[src/rtl/mmc1_serial_writer.sv]
// mmc1_serial_writer
//
// Bus-master transmitter for the MMC1 serial register port. One parallel
// register write (2-bit register select, 5-bit value) becomes the CPU-bus
// write sequence the mapper expects:
//   - an optional $80 shift-register reset write to $8000;
//   - then five D0 writes, LSB first, to the selected register address.
// Every write is followed by idle bus cycles so the mapper's fast-write
// filter never drops a write.
//
// Parameters:
//   PRE_RESET   1: send a $80 reset write before every value; 0: data only.
//   GAP_CYCLES  ce-qualified idle cycles after each write (values < 1 act as 1).
//
// Ports:
//   clk             system clock
//   reset           asynchronous, active-high; clears all state
//   ce              M2 bus-cycle enable; the bus samples outputs on ce edges
//   req_valid       request present
//   req_ready       high only while idle; accept = req_valid & req_ready
//   req_reg         target register (0 control, 1 CHR0, 2 CHR1, 3 PRG)
//   req_data        5-bit value to load
//   req_reset_only  send only the $80 reset write
//   bus_addr        write address ($8000/$A000/$C000/$E000)
//   bus_dout        write data ($80 for reset, {7'b0, bit} for data)
//   bus_write       write strobe
//   busy            high from acceptance until done
//   done            one-clk pulse when the sequence and its last gap finish
module mmc1_serial_writer #(
  parameter bit PRE_RESET  = 1'b1,
  parameter int GAP_CYCLES = 1
) (
  input  logic        clk,
  input  logic        reset,
  input  logic        ce,
  input  logic        req_valid,
  output logic        req_ready,
  input  logic [1:0]  req_reg,
  input  logic [4:0]  req_data,
  input  logic        req_reset_only,
  output logic [15:0] bus_addr,
  output logic [7:0]  bus_dout,
  output logic        bus_write,
  output logic        busy,
  output logic        done
);

  // A gap of zero would allow two back-to-back write cycles, which the
  // mapper filters out, so the effective gap is clamped to at least one.
  localparam int GAP_EFF = (GAP_CYCLES < 1) ? 1 : GAP_CYCLES;
  localparam int GW      = $clog2(GAP_EFF + 1);
  localparam logic [GW-1:0] GAP_LOAD = GW'(GAP_EFF);

  typedef enum logic [1:0] {
    IDLE,
    WRITE,
    GAP
  } state_t;

  state_t        state_q, state_d;
  logic [2:0]    k_q, k_d;
  logic [GW-1:0] gap_q, gap_d;
  logic [1:0]    reg_q, reg_d;
  logic [4:0]    data_q, data_d;
  logic          ro_q, ro_d;
  logic [15:0]   addr_d;
  logic [7:0]    dout_d;
  logic          write_d, busy_d, done_d, ready_d;
  logic [2:0]    last_slot;

  // Slot 0 is the shift-register reset write; slots 1..5 carry data bits
  // 0..4 and all go to the register's address (bit 15 set, bits 14:13 = reg).
  function automatic logic [15:0] slot_addr(input logic [2:0] k, input logic [1:0] r);
    logic [15:0] a;
    a = {1'b1, r, 13'h0000};
    if (k == 3'd0) a = 16'h8000;
    return a;
  endfunction

  function automatic logic [7:0] slot_dout(input logic [2:0] k, input logic [4:0] d);
    logic bit_v;
    bit_v = 1'b0;
    case (k)
      3'd1:    bit_v = d[0];
      3'd2:    bit_v = d[1];
      3'd3:    bit_v = d[2];
      3'd4:    bit_v = d[3];
      3'd5:    bit_v = d[4];
      default: bit_v = 1'b0;
    endcase
    return (k == 3'd0) ? 8'h80 : {7'b0000000, bit_v};
  endfunction

  // A reset-only transfer ends after its single slot 0; otherwise the
  // fifth data write is the last one.
  assign last_slot = ro_q ? 3'd0 : 3'd5;

  // State and registered outputs. Every output is a flop so the cart bus
  // sees clean, glitch-free values.
  always_ff @(posedge clk or posedge reset) begin
    if (reset) begin
      state_q   <= IDLE;
      k_q       <= 3'd0;
      gap_q     <= '0;
      reg_q     <= 2'd0;
      data_q    <= 5'd0;
      ro_q      <= 1'b0;
      bus_addr  <= 16'h0000;
      bus_dout  <= 8'h00;
      bus_write <= 1'b0;
      busy      <= 1'b0;
      done      <= 1'b0;
      req_ready <= 1'b1;
    end else begin
      state_q   <= state_d;
      k_q       <= k_d;
      gap_q     <= gap_d;
      reg_q     <= reg_d;
      data_q    <= data_d;
      ro_q      <= ro_d;
      bus_addr  <= addr_d;
      bus_dout  <= dout_d;
      bus_write <= write_d;
      busy      <= busy_d;
      done      <= done_d;
      req_ready <= ready_d;
    end
  end

  // Next-state logic. Address and data are only reloaded when entering
  // WRITE, so they stay stable throughout each gap. Without ce nothing
  // advances in WRITE or GAP.
  always_comb begin
    state_d = state_q;
    k_d     = k_q;
    gap_d   = gap_q;
    reg_d   = reg_q;
    data_d  = data_q;
    ro_d    = ro_q;
    addr_d  = bus_addr;
    dout_d  = bus_dout;
    write_d = bus_write;
    busy_d  = busy;
    done_d  = 1'b0;
    ready_d = req_ready;

    case (state_q)
      IDLE: begin
        if (req_valid && req_ready) begin
          reg_d   = req_reg;
          data_d  = req_data;
          ro_d    = req_reset_only;
          k_d     = (PRE_RESET || req_reset_only) ? 3'd0 : 3'd1;
          addr_d  = slot_addr(k_d, req_reg);
          dout_d  = slot_dout(k_d, req_data);
          write_d = 1'b1;
          busy_d  = 1'b1;
          ready_d = 1'b0;
          state_d = WRITE;
        end
      end

      WRITE: begin
        if (ce) begin
          write_d = 1'b0;
          gap_d   = GAP_LOAD;
          state_d = GAP;
        end
      end

      GAP: begin
        if (ce) begin
          if (gap_q <= GW'(1)) begin
            gap_d = '0;
            if (k_q == last_slot) begin
              done_d  = 1'b1;
              busy_d  = 1'b0;
              ready_d = 1'b1;
              state_d = IDLE;
            end else begin
              k_d     = k_q + 3'd1;
              addr_d  = slot_addr(k_d, reg_q);
              dout_d  = slot_dout(k_d, data_q);
              write_d = 1'b1;
              state_d = WRITE;
            end
          end else begin
            gap_d = gap_q - GW'(1);
          end
        end
      end

      default: begin
        state_d = IDLE;
      end
    endcase
  end

endmodule

[config.mk]
export PLATFORM = sky130hd
export DESIGN_NAME = mmc1_serial_writer
export DESIGN_NICKNAME = d
export VERILOG_FILES = /design/src/rtl/mmc1_serial_writer.sv
export SDC_FILE = /design/constraint.sdc
export NUM_CORES = 1
export LEC_CHECK = 0
export CAP_MARGIN = 20
export CORE_ASPECT_RATIO = 0.7
export CORE_MARGIN = 3
export CORE_UTILIZATION = 44
export DETAILED_ROUTE_END_ITERATION = 12
export PLACE_DENSITY = 0.86
export SLEW_MARGIN = 30
export SYNTH_ARGS = -nofsm -noshare
export SYNTH_HDL_FRONTEND = slang
export SYNTH_SLANG_ARGS = --single-unit
[constraint.sdc]
create_clock -name clk -period 1.6 [get_ports clk]
set_input_delay 0.32 -clock clk [delete_from_list [all_inputs] [get_ports clk]]
set_output_delay 0.32 -clock clk [all_outputs]
set_load 0.02 [all_outputs]
-- After elaboration in Yosys (flattened, before gate mapping)
Cells that the tools add are included.
- bits in registers: 42
- bits of input ports: 12
- output and inout port bits: 28
- word-level logic and storage cells: 89
- add/sub/neg operators: 2
- order comparisons: 1
- equal/unequal tests: 14
- muxes and demuxes: 48
- reduce and logical (&&, ||, !) cells: 12
- operators by type and width (operator ; count):
    2-to-1 mux 16 bit ; 4
    2-to-1 mux 8 bit ; 5
    one-hot mux 16 bit (2 select lines) ; 1
    2-to-1 mux 1 bit ; 20
    one-hot mux 8 bit (2 select lines) ; 1
    2-to-1 mux 15 bit ; 1
    2-to-1 mux 3 bit ; 5
    inequality test 2 bit (second input constant) ; 6
    AND reduction 5 bit ; 2
    2-to-1 mux 2 bit ; 4
    == test 3 x 2 -> 1 bit (second input constant) ; 2
    == test 3 bit (second input constant) ; 2
    one-hot mux 1 bit (2 select lines) ; 3
    one-hot mux 2 bit (3 select lines) ; 1
    one-hot mux 3 bit (2 select lines) ; 1
    AND reduction 6 bit ; 1
    one-hot mux 1 bit (5 select lines) ; 1
    AND reduction 4 bit ; 1
    nonzero test 2 bit ; 2
    adder 3 x 1 -> 3 bit (second input constant) ; 1
    == test 3 x 1 -> 1 bit (second input constant) ; 1
    == test 3 bit ; 1
    zero test 3 bit ; 1
    one-hot mux 1 bit (3 select lines) ; 1
    other kinds (9) ; 9

-- Longest topological paths before layout
Gate-level depths: netlist of run 1.
- depth after elaboration: 8
- depth in mapped cells: 6

-- Worst setup path after synthesis of run 1
OpenSTA, ideal clock, no wires.
- path kind: reg2reg
- start point: register req_ready
- end point: register bus_addr[13]
- setup time: 0.121 ns
- arrival: 1.429 ns
- data required time: 1.479 ns
- path slack: 0.050 ns
- cell stages (with the launch flop): 6
- clock period less this slack: 1.550 ns
- cells stage by stage: dfstp_2 and3b_1 a21oi_1 a211o_1 buf_6 a22o_1
- word-level cells in the longest chain between the ends: 3
- RTL lines (what ; RTL line ; source):
    start, declared ; 37 ; output logic req_ready,
    start signal, assigned ; 126 ; req_ready <= ready_d;
    logical AND 1 bit ; 149 ; if (req_valid && req_ready) begin
    inequality test 2 bit (no line) ; n/a ;
    AND reduction 5 bit (no line) ; n/a ;
    end signal, assigned ; 121 ; bus_addr <= addr_d;
    end, declared ; 41 ; output logic [15:0] bus_addr,
No other way between the ends.
A chain may end at the register's enable or synchronous reset.

-- Worst setup path in the final report of run 1
- start point: register k_q[0]
- end point: register k_q[0]
- word-level cells in the longest chain between the ends: 5
- elaborated cells between the ends (all ways): 8
- classes of those cells: 1 x add/sub; 2 x eq/ne; 4 x mux; 1 x reduce/logical
- RTL lines (what ; RTL line ; source):
    start, declared ; 61 ; logic [2:0] k_q, k_d;
    start signal, assigned ; 116 ; k_q <= k_d;
    adder 3 x 1 -> 3 bit ; 181 ; k_d = k_q + 3'd1;
    2-to-1 mux 3 bit ; 175 ; if (k_q == last_slot) begin
    2-to-1 mux 3 bit ; 173 ; if (gap_q <= GW'(1)) begin
    2-to-1 mux 3 bit ; 172 ; if (ce) begin
    one-hot mux 3 bit (2 select lines) ; 147 ; case (state_q)
Parallel ways exist; a longest one is shown, timed or not. The select of a mux whose other input is x is not followed.

==> qor.csv, run 1 <==
metric,value,unit
status,completed,
combinational family with the most area after synthesis,buffers and inverters,
crit path launch,k_q[0]$_DFFE_PP0P_,
Post-synth EDFFs,0,
clock latency at the later pin of the worst-skew pair,0.27,ns
Core Box Area,2330,µm²
Synth warnings,0,
Die Area,3300,µm²
Hold Slack,0.380,ns
simple-gate share of the synthesized area,0.0807,
"Seq/Total Area, Yosys",0.475,
largest net degree at the start of global routing,23,
PwrDens,1540,nW/µm²
Post-Synth Adder-Cell Area,0.0538,
GRT Util Overall,0.143,
first-pass GRT wire length,3590,µm
final instance area,1480,µm²
Final Critical Period,1.56,ns
compound-cell area share of the yosys netlist,0.128,
worst r2r src,k_q[0]$_DFFE_PP0P_,
Worst Setup End Kind,flop,
CP arrival,1.75,ns
Worst-path clk slew,0.08,ns
worst clock skew,0.00284,ns
CTS tree,done,
Die H,49,µm
routed vias/inst,4.81,
Placed Cells,164,
Syn-to-layout area delta,27.1,%
grt ovf,0,
largest area contributor in the netlist,dfrtp_1,
hold crit path type,in -> async,
"count leader, synth",dfrtp_1,
Netlist cell types,30,
CTS root buffer,clkbuf_8,
Synth async-reset ratio,1.00,
Pleak,0.000780,µW
ANT cells,0,
mapped cell area,1160,µm²
Max-cap violations,0,
Setup Crit Path Kind,reg -> reg,
IO Count,40,
final setup vio count,0,
Post-synth top cells,"21 x dfrtp_1, 19 x buf_4, 9 x inv_1, 8 x mux2_1",
Routed Antenna Nets,0,
Post-synth top flop,dfrtp_1,
XOR/XNOR Fraction of Synth Area,0.00753,
WL per Instance,13.3,µm
Worst R2R Setup Slack,0.04,ns
startpoint types,flop,
post-CTS setup buffer count,0,
Max Clock Freq,643,MHz
CP Data Required Time,1.79,ns
H-tree Lvls,1,
Mapped Avg Cell Area,11.2,µm²
DP HPWL,1720,µm
WL final,2240,µm
DIE WIDTH,67.4,µm
Final WS setup,0.0436,ns
Post-Synthesis Cells,104,
maximum VDD drop,882,µV
clock sinks,22,
RSZ-0062 raised after global routing,true,
number of remaining DRC errors,0,
Seq cells post-synth,22,
Starting Density,0.499,
top post-synthesis cells by area,"dfrtp_1 45%, buf_4 12%, mux2_1 7.8%",
nets,154,
fin. max-slew vios,0,
final hold viol count,0,
share of the synthesized area in the top cell type,0.452,
number of global-route vias before repair,765,
crit-path max FO,9,
IO buf count,20,
final period utilization,0.973,
Via Count,808,
clk buf depth,2,
CTS hold repair buffers,0,
total CTS buffers,3,
initial drt markers,52,
final std cells w/o fill,168,
initial antenna violation count,0,
Post-Route Utilization,0.634,
post-synthesis mux area share,0.0861,
DP Worst Slack,-0.232,ns
Routability Congestion,0.833,
drt pass-1 iters,4,
Std-Cell Rows,14,
placed cell areas,1390,µm²
layout cells sized above 1,0.162,
through the flow:
| step | power [µW] | TNS (ns) |
|---|---|---|
| 2_1_floorplan | 1490 | 0 |
| 3_3_place_gp | 1830 | -2.07 |
| 3_5_place_dp | 1870 | -3.07 |
| 4_1_cts | 2280 | 0 |
| 5_1_grt | 2420 | -0.0277 |
| 6_report | 2280 | 0 |
what timing repair did:
item,4_1_cts,5_1_grt
setup endpoints to repair,8,16
gates cloned,0,0
gates resized for setup,3,7
pin swaps,0,1
placed cells by master (no fill, tap or decap), types with 2 or more instances in the layout:
cell             count
nor2_1               2
dlymetal6s2s_1       3
clkbuf_8             4
a22o_1               4
nand2_1              5
buf_4               10
o21ai_0              4
a21oi_1              3
clkdlybuf4s50_1     16
ha_1                 5
mux2_1               8
inv_1                9
conb_1              19
nand2b_1             2
and3b_1              3
dfrtp_1             21
power breakdown:
part           internal [µW]  total [µW]  switching (µW)
registers                770         928             159
logic                    478         945             467
clock network            220         404             184
total                   1470        2280             810
kinds of logic after synthesis:
family                     after synthesis
and+or+nand+nor                         16
buffers and inverters                   30
DFF                                     22
xor gates and xnor gates                 1
adders and majority gates                5
AOI/OAI and AO/OA                       20
other                                    1
muxes                                    9
layer usage:
metal	wire length (µm)	global-route usage	vias up
met4	15	0.0269	0
li1	-	-	375
met5	0	0	-
met2	1090	0.233	37
met3	164	0.0530	2
met1	973	0.181	394
sequential cells by signal, indices dropped and copies added (netlist names):
register	flops
busy	1
bus_dout	2
req_ready	1
state_q	2
data_q	5
bus_write	1
ro_q	1
k_q	3
bus_addr	3
done	1
reg_q	2
final timing paths:
| path | to | depth (start not counted) |
|---|---|---|
| setup / recovery | k_q[0]$_DFFE_PP0P_ | 4 |
| min in group clk | busy$_DFFE_PP0P_ | 1 |
| hold reg to reg | busy$_DFFE_PP0P_ | 1 |
| hold / removal | reg_q[1]$_DFFE_PP0P_ | 3 |
| setup reg to reg | k_q[0]$_DFFE_PP0P_ | 4 |
| max in group asynchronous | req_ready$_DFFE_PP1P_ | 3 |
cell type report:
type                    instances  area, µm²
fillers                       192        852
flip-flops and latches         22        552
repair buffers                 31        293
multi-input cells              70        504
well taps                      32       40.0
clock buffers                   4       55.1
inverters                       9       33.8
critical path, cell delays in order (launching register included):
cell     delay (ns)
dfrtp_1        0.43
or3b_4         0.42
a21oi_4        0.17
a211o_2        0.26
mux2i_1        0.20
(Power assumes the default switching activity.)
==> run 2, diff against run 1 <==
==> constraint.sdc (replaced) <==
create_clock -name clk -period 1.7 [get_ports clk]
set_input_delay 0.34 -clock clk [delete_from_list [all_inputs] [get_ports clk]]
set_output_delay 0.34 -clock clk [all_outputs]
set_load 0.02 [all_outputs]
==> run 2 against run 1 <==
Compared with the run above: maximum frequency shrank 3.6%; via count fell by 4.0%; worst setup slack improved by 0.041 ns; sequential power shrank 4.4%; die area did not move; combinational power down 12%; critical path depth unchanged; sequential cell count stayed put; design area shrank 3.8%; largest power group is now sequential cells; clock skew increased by 0.0044 ns.
==> qor.csv, run 2 (synthesis results as in run 1) <==
metric,value,unit,change
Total Neg Setup Slack,0,ns,unchanged
CP arrival,1.81,ns,+0.06 ns
worst clock skew,0.00729,ns,+0.00445 ns
final setup vio count,0,,unchanged
placed cell areas,1360,µm²,-2.2%
CP Data Required Time,1.90,ns,+0.11 ns
number of global-route vias before repair,744,,-2.7%
clk buf depth,2,,unchanged
Max-cap violations,0,,unchanged
area of the multi-input gates,489,µm²,-3.0%
Hold Slack,0.399,ns,+0.0188 ns
CTS root buffer,clkbuf_8,,
Max Clock Freq,619,MHz,-3.6%
drt pass-1 iters,4,,unchanged
initial antenna violation count,0,,unchanged
largest net degree at the start of global routing,23,,unchanged
Post-Route Utilization,0.610,,-0.0242
"Cell Chain, Critical Path","or3b_4, a21oi_4, a211o_2, mux2i_1",,
startpoint types,flop,,
CTS hold repair buffers,0,,unchanged
RSZ-0062 raised after global routing,false,,
fillers,192,,unchanged
DP HPWL,1670,µm,-3.1%
WL per Instance,13.6,µm,+2.2%
Routed Antenna Nets,0,,unchanged
Via Count,776,,-4.0%
crit-path max FO,9,,unchanged
PwrDens,1470,nW/µm²,-4.5%
clock latency at the later pin of the worst-skew pair,0.27,ns,about the same
Placed Cells,160,,-2.4%
Std-Cell Rows,14,,unchanged
total CTS buffers,3,,unchanged
IO Count,40,,unchanged
first-pass GRT wire length,3570,µm,-0.59%
grt ovf,0,,unchanged
initial drt markers,40,,-23%
Worst-path clk slew,0.08,ns,about the same
GRT Util Overall,0.146,,+0.00356
Core Box Area,2330,µm²,unchanged
final instance area,1420,µm²,-3.8%
Worst Reg-to-Reg Cells,4,,unchanged
Pleak,0.000720,µW,-7.8%
DIE WIDTH,67.4,µm,unchanged
post-CTS setup buffer count,0,,unchanged
CP max stage delay,0.46,ns,+0.03 ns
layout cells sized above 1,0.121,,-0.0406
"most common cell after layout, fill and taps aside",dfrtp_1,,
final std cells w/o fill,164,,-2.4%
fin. max-slew vios,0,,unchanged
clock sinks,22,,unchanged
Starting Density,0.499,,unchanged
WL final,2240,µm,-0.27%
ANT cells,0,,unchanged
nets,150,,-2.6%
hold crit path type,in -> async,,
CP max-delay cell,dfrtp_1,,
Setup Crit Path Kind,reg -> reg,,
final period utilization,0.950,,-0.0226
Routability Congestion,0.810,,-2.8%
Largest Register,data_q,,
number of remaining DRC errors,0,,unchanged
H-tree Lvls,1,,unchanged
register area,552,µm²,unchanged
most frequent cells in the layout,"21 x dfrtp_1, 19 x conb_1, 19 x clkdlybuf4s50_1",,
routed vias/inst,4.73,,-1.6%
status,completed,,
maximum VDD drop,748,µV,-15%
Final Critical Period,1.62,ns,+0.0589 ns
Syn-to-layout area delta,22.3,%,
IO buf count,20,,unchanged
Worst Setup End Kind,flop,,
Die H,49,µm,unchanged
CTS tree,done,,
Die Area,3300,µm²,unchanged
number of flip-flops in the largest register,5,,unchanged
largest registers,"data_q x5, bus_addr x3, k_q x3",,
final hold viol count,0,,unchanged
-- run 2: worst max-delay path, delay by kind of cell, from the launching register on --
kind	cells	cell delay, ns
AOI/OAI and AO/OA	2	0.45
muxes	1	0.20
and+or+nand+nor	1	0.44
DFF	1	0.46
-- run 2: area by class of cell --
type                       instances  area share
clock buffer                       4      0.0387
inverter                           9      0.0238
multi-input combinational         70       0.344
sequential                        22       0.388
tap                               32      0.0282
timing repair buffer              27       0.177
-- run 2: timing repair --
item,CTS,global route
pin swaps,0,0
endpoints found under the setup margin,2,4
endpoints found under the hold margin,0,0
gates resized for setup,2,1
-- run 2: per-stage QoR --
stage | setup slack, ns | power, µW
CTS | 0.0888 | 2110
floorplan | 0.150 | 1400
finish | 0.0847 | 2090
global route | 0.0213 | 2230
detailed placement | -0.147 | 1710
global placement | -0.0870 | 1670
-- run 2: metal layers --
| layer | global-route usage | vias to the layer above | share of wire |
|---|---|---|---|
| met3 | 0.0530 | 2 | 0.072 |
| met5 | 0 | - | 0 |
| met2 | 0.232 | 31 | 0.47 |
| met1 | 0.181 | 377 | 0.45 |
| li1 | - | 366 | - |
| met4 | 0.0539 | 0 | 0.0058 |
-- run 2: report_power, final --
group / internal (µW) / leakage [µW] / total, µW / switching (µW)
Combinational: 414 / 0.000409 / 830 / 415
Sequential: 725 / 0.000282 / 887 / 163
Clock: 207 / 0.0000288 / 375 / 168
-- run 2: path summary, 6_finish.rpt --
kind	endpoint	startpoint	slack (ns)
min in group clk	bus_addr[15]$_DFFE_PP0P_	bus_addr[15]$_DFFE_PP0P_	0.47
min	k_q[1]$_DFFE_PP0P_	reset	0.40
max	k_q[0]$_DFFE_PP0P_	k_q[0]$_DFFE_PP0P_	0.08
min reg2reg	bus_addr[15]$_DFFE_PP0P_	bus_addr[15]$_DFFE_PP0P_	0.47
max reg2reg	k_q[0]$_DFFE_PP0P_	k_q[0]$_DFFE_PP0P_	0.08
max in group asynchronous	req_ready$_DFFE_PP1P_	reset	1.03
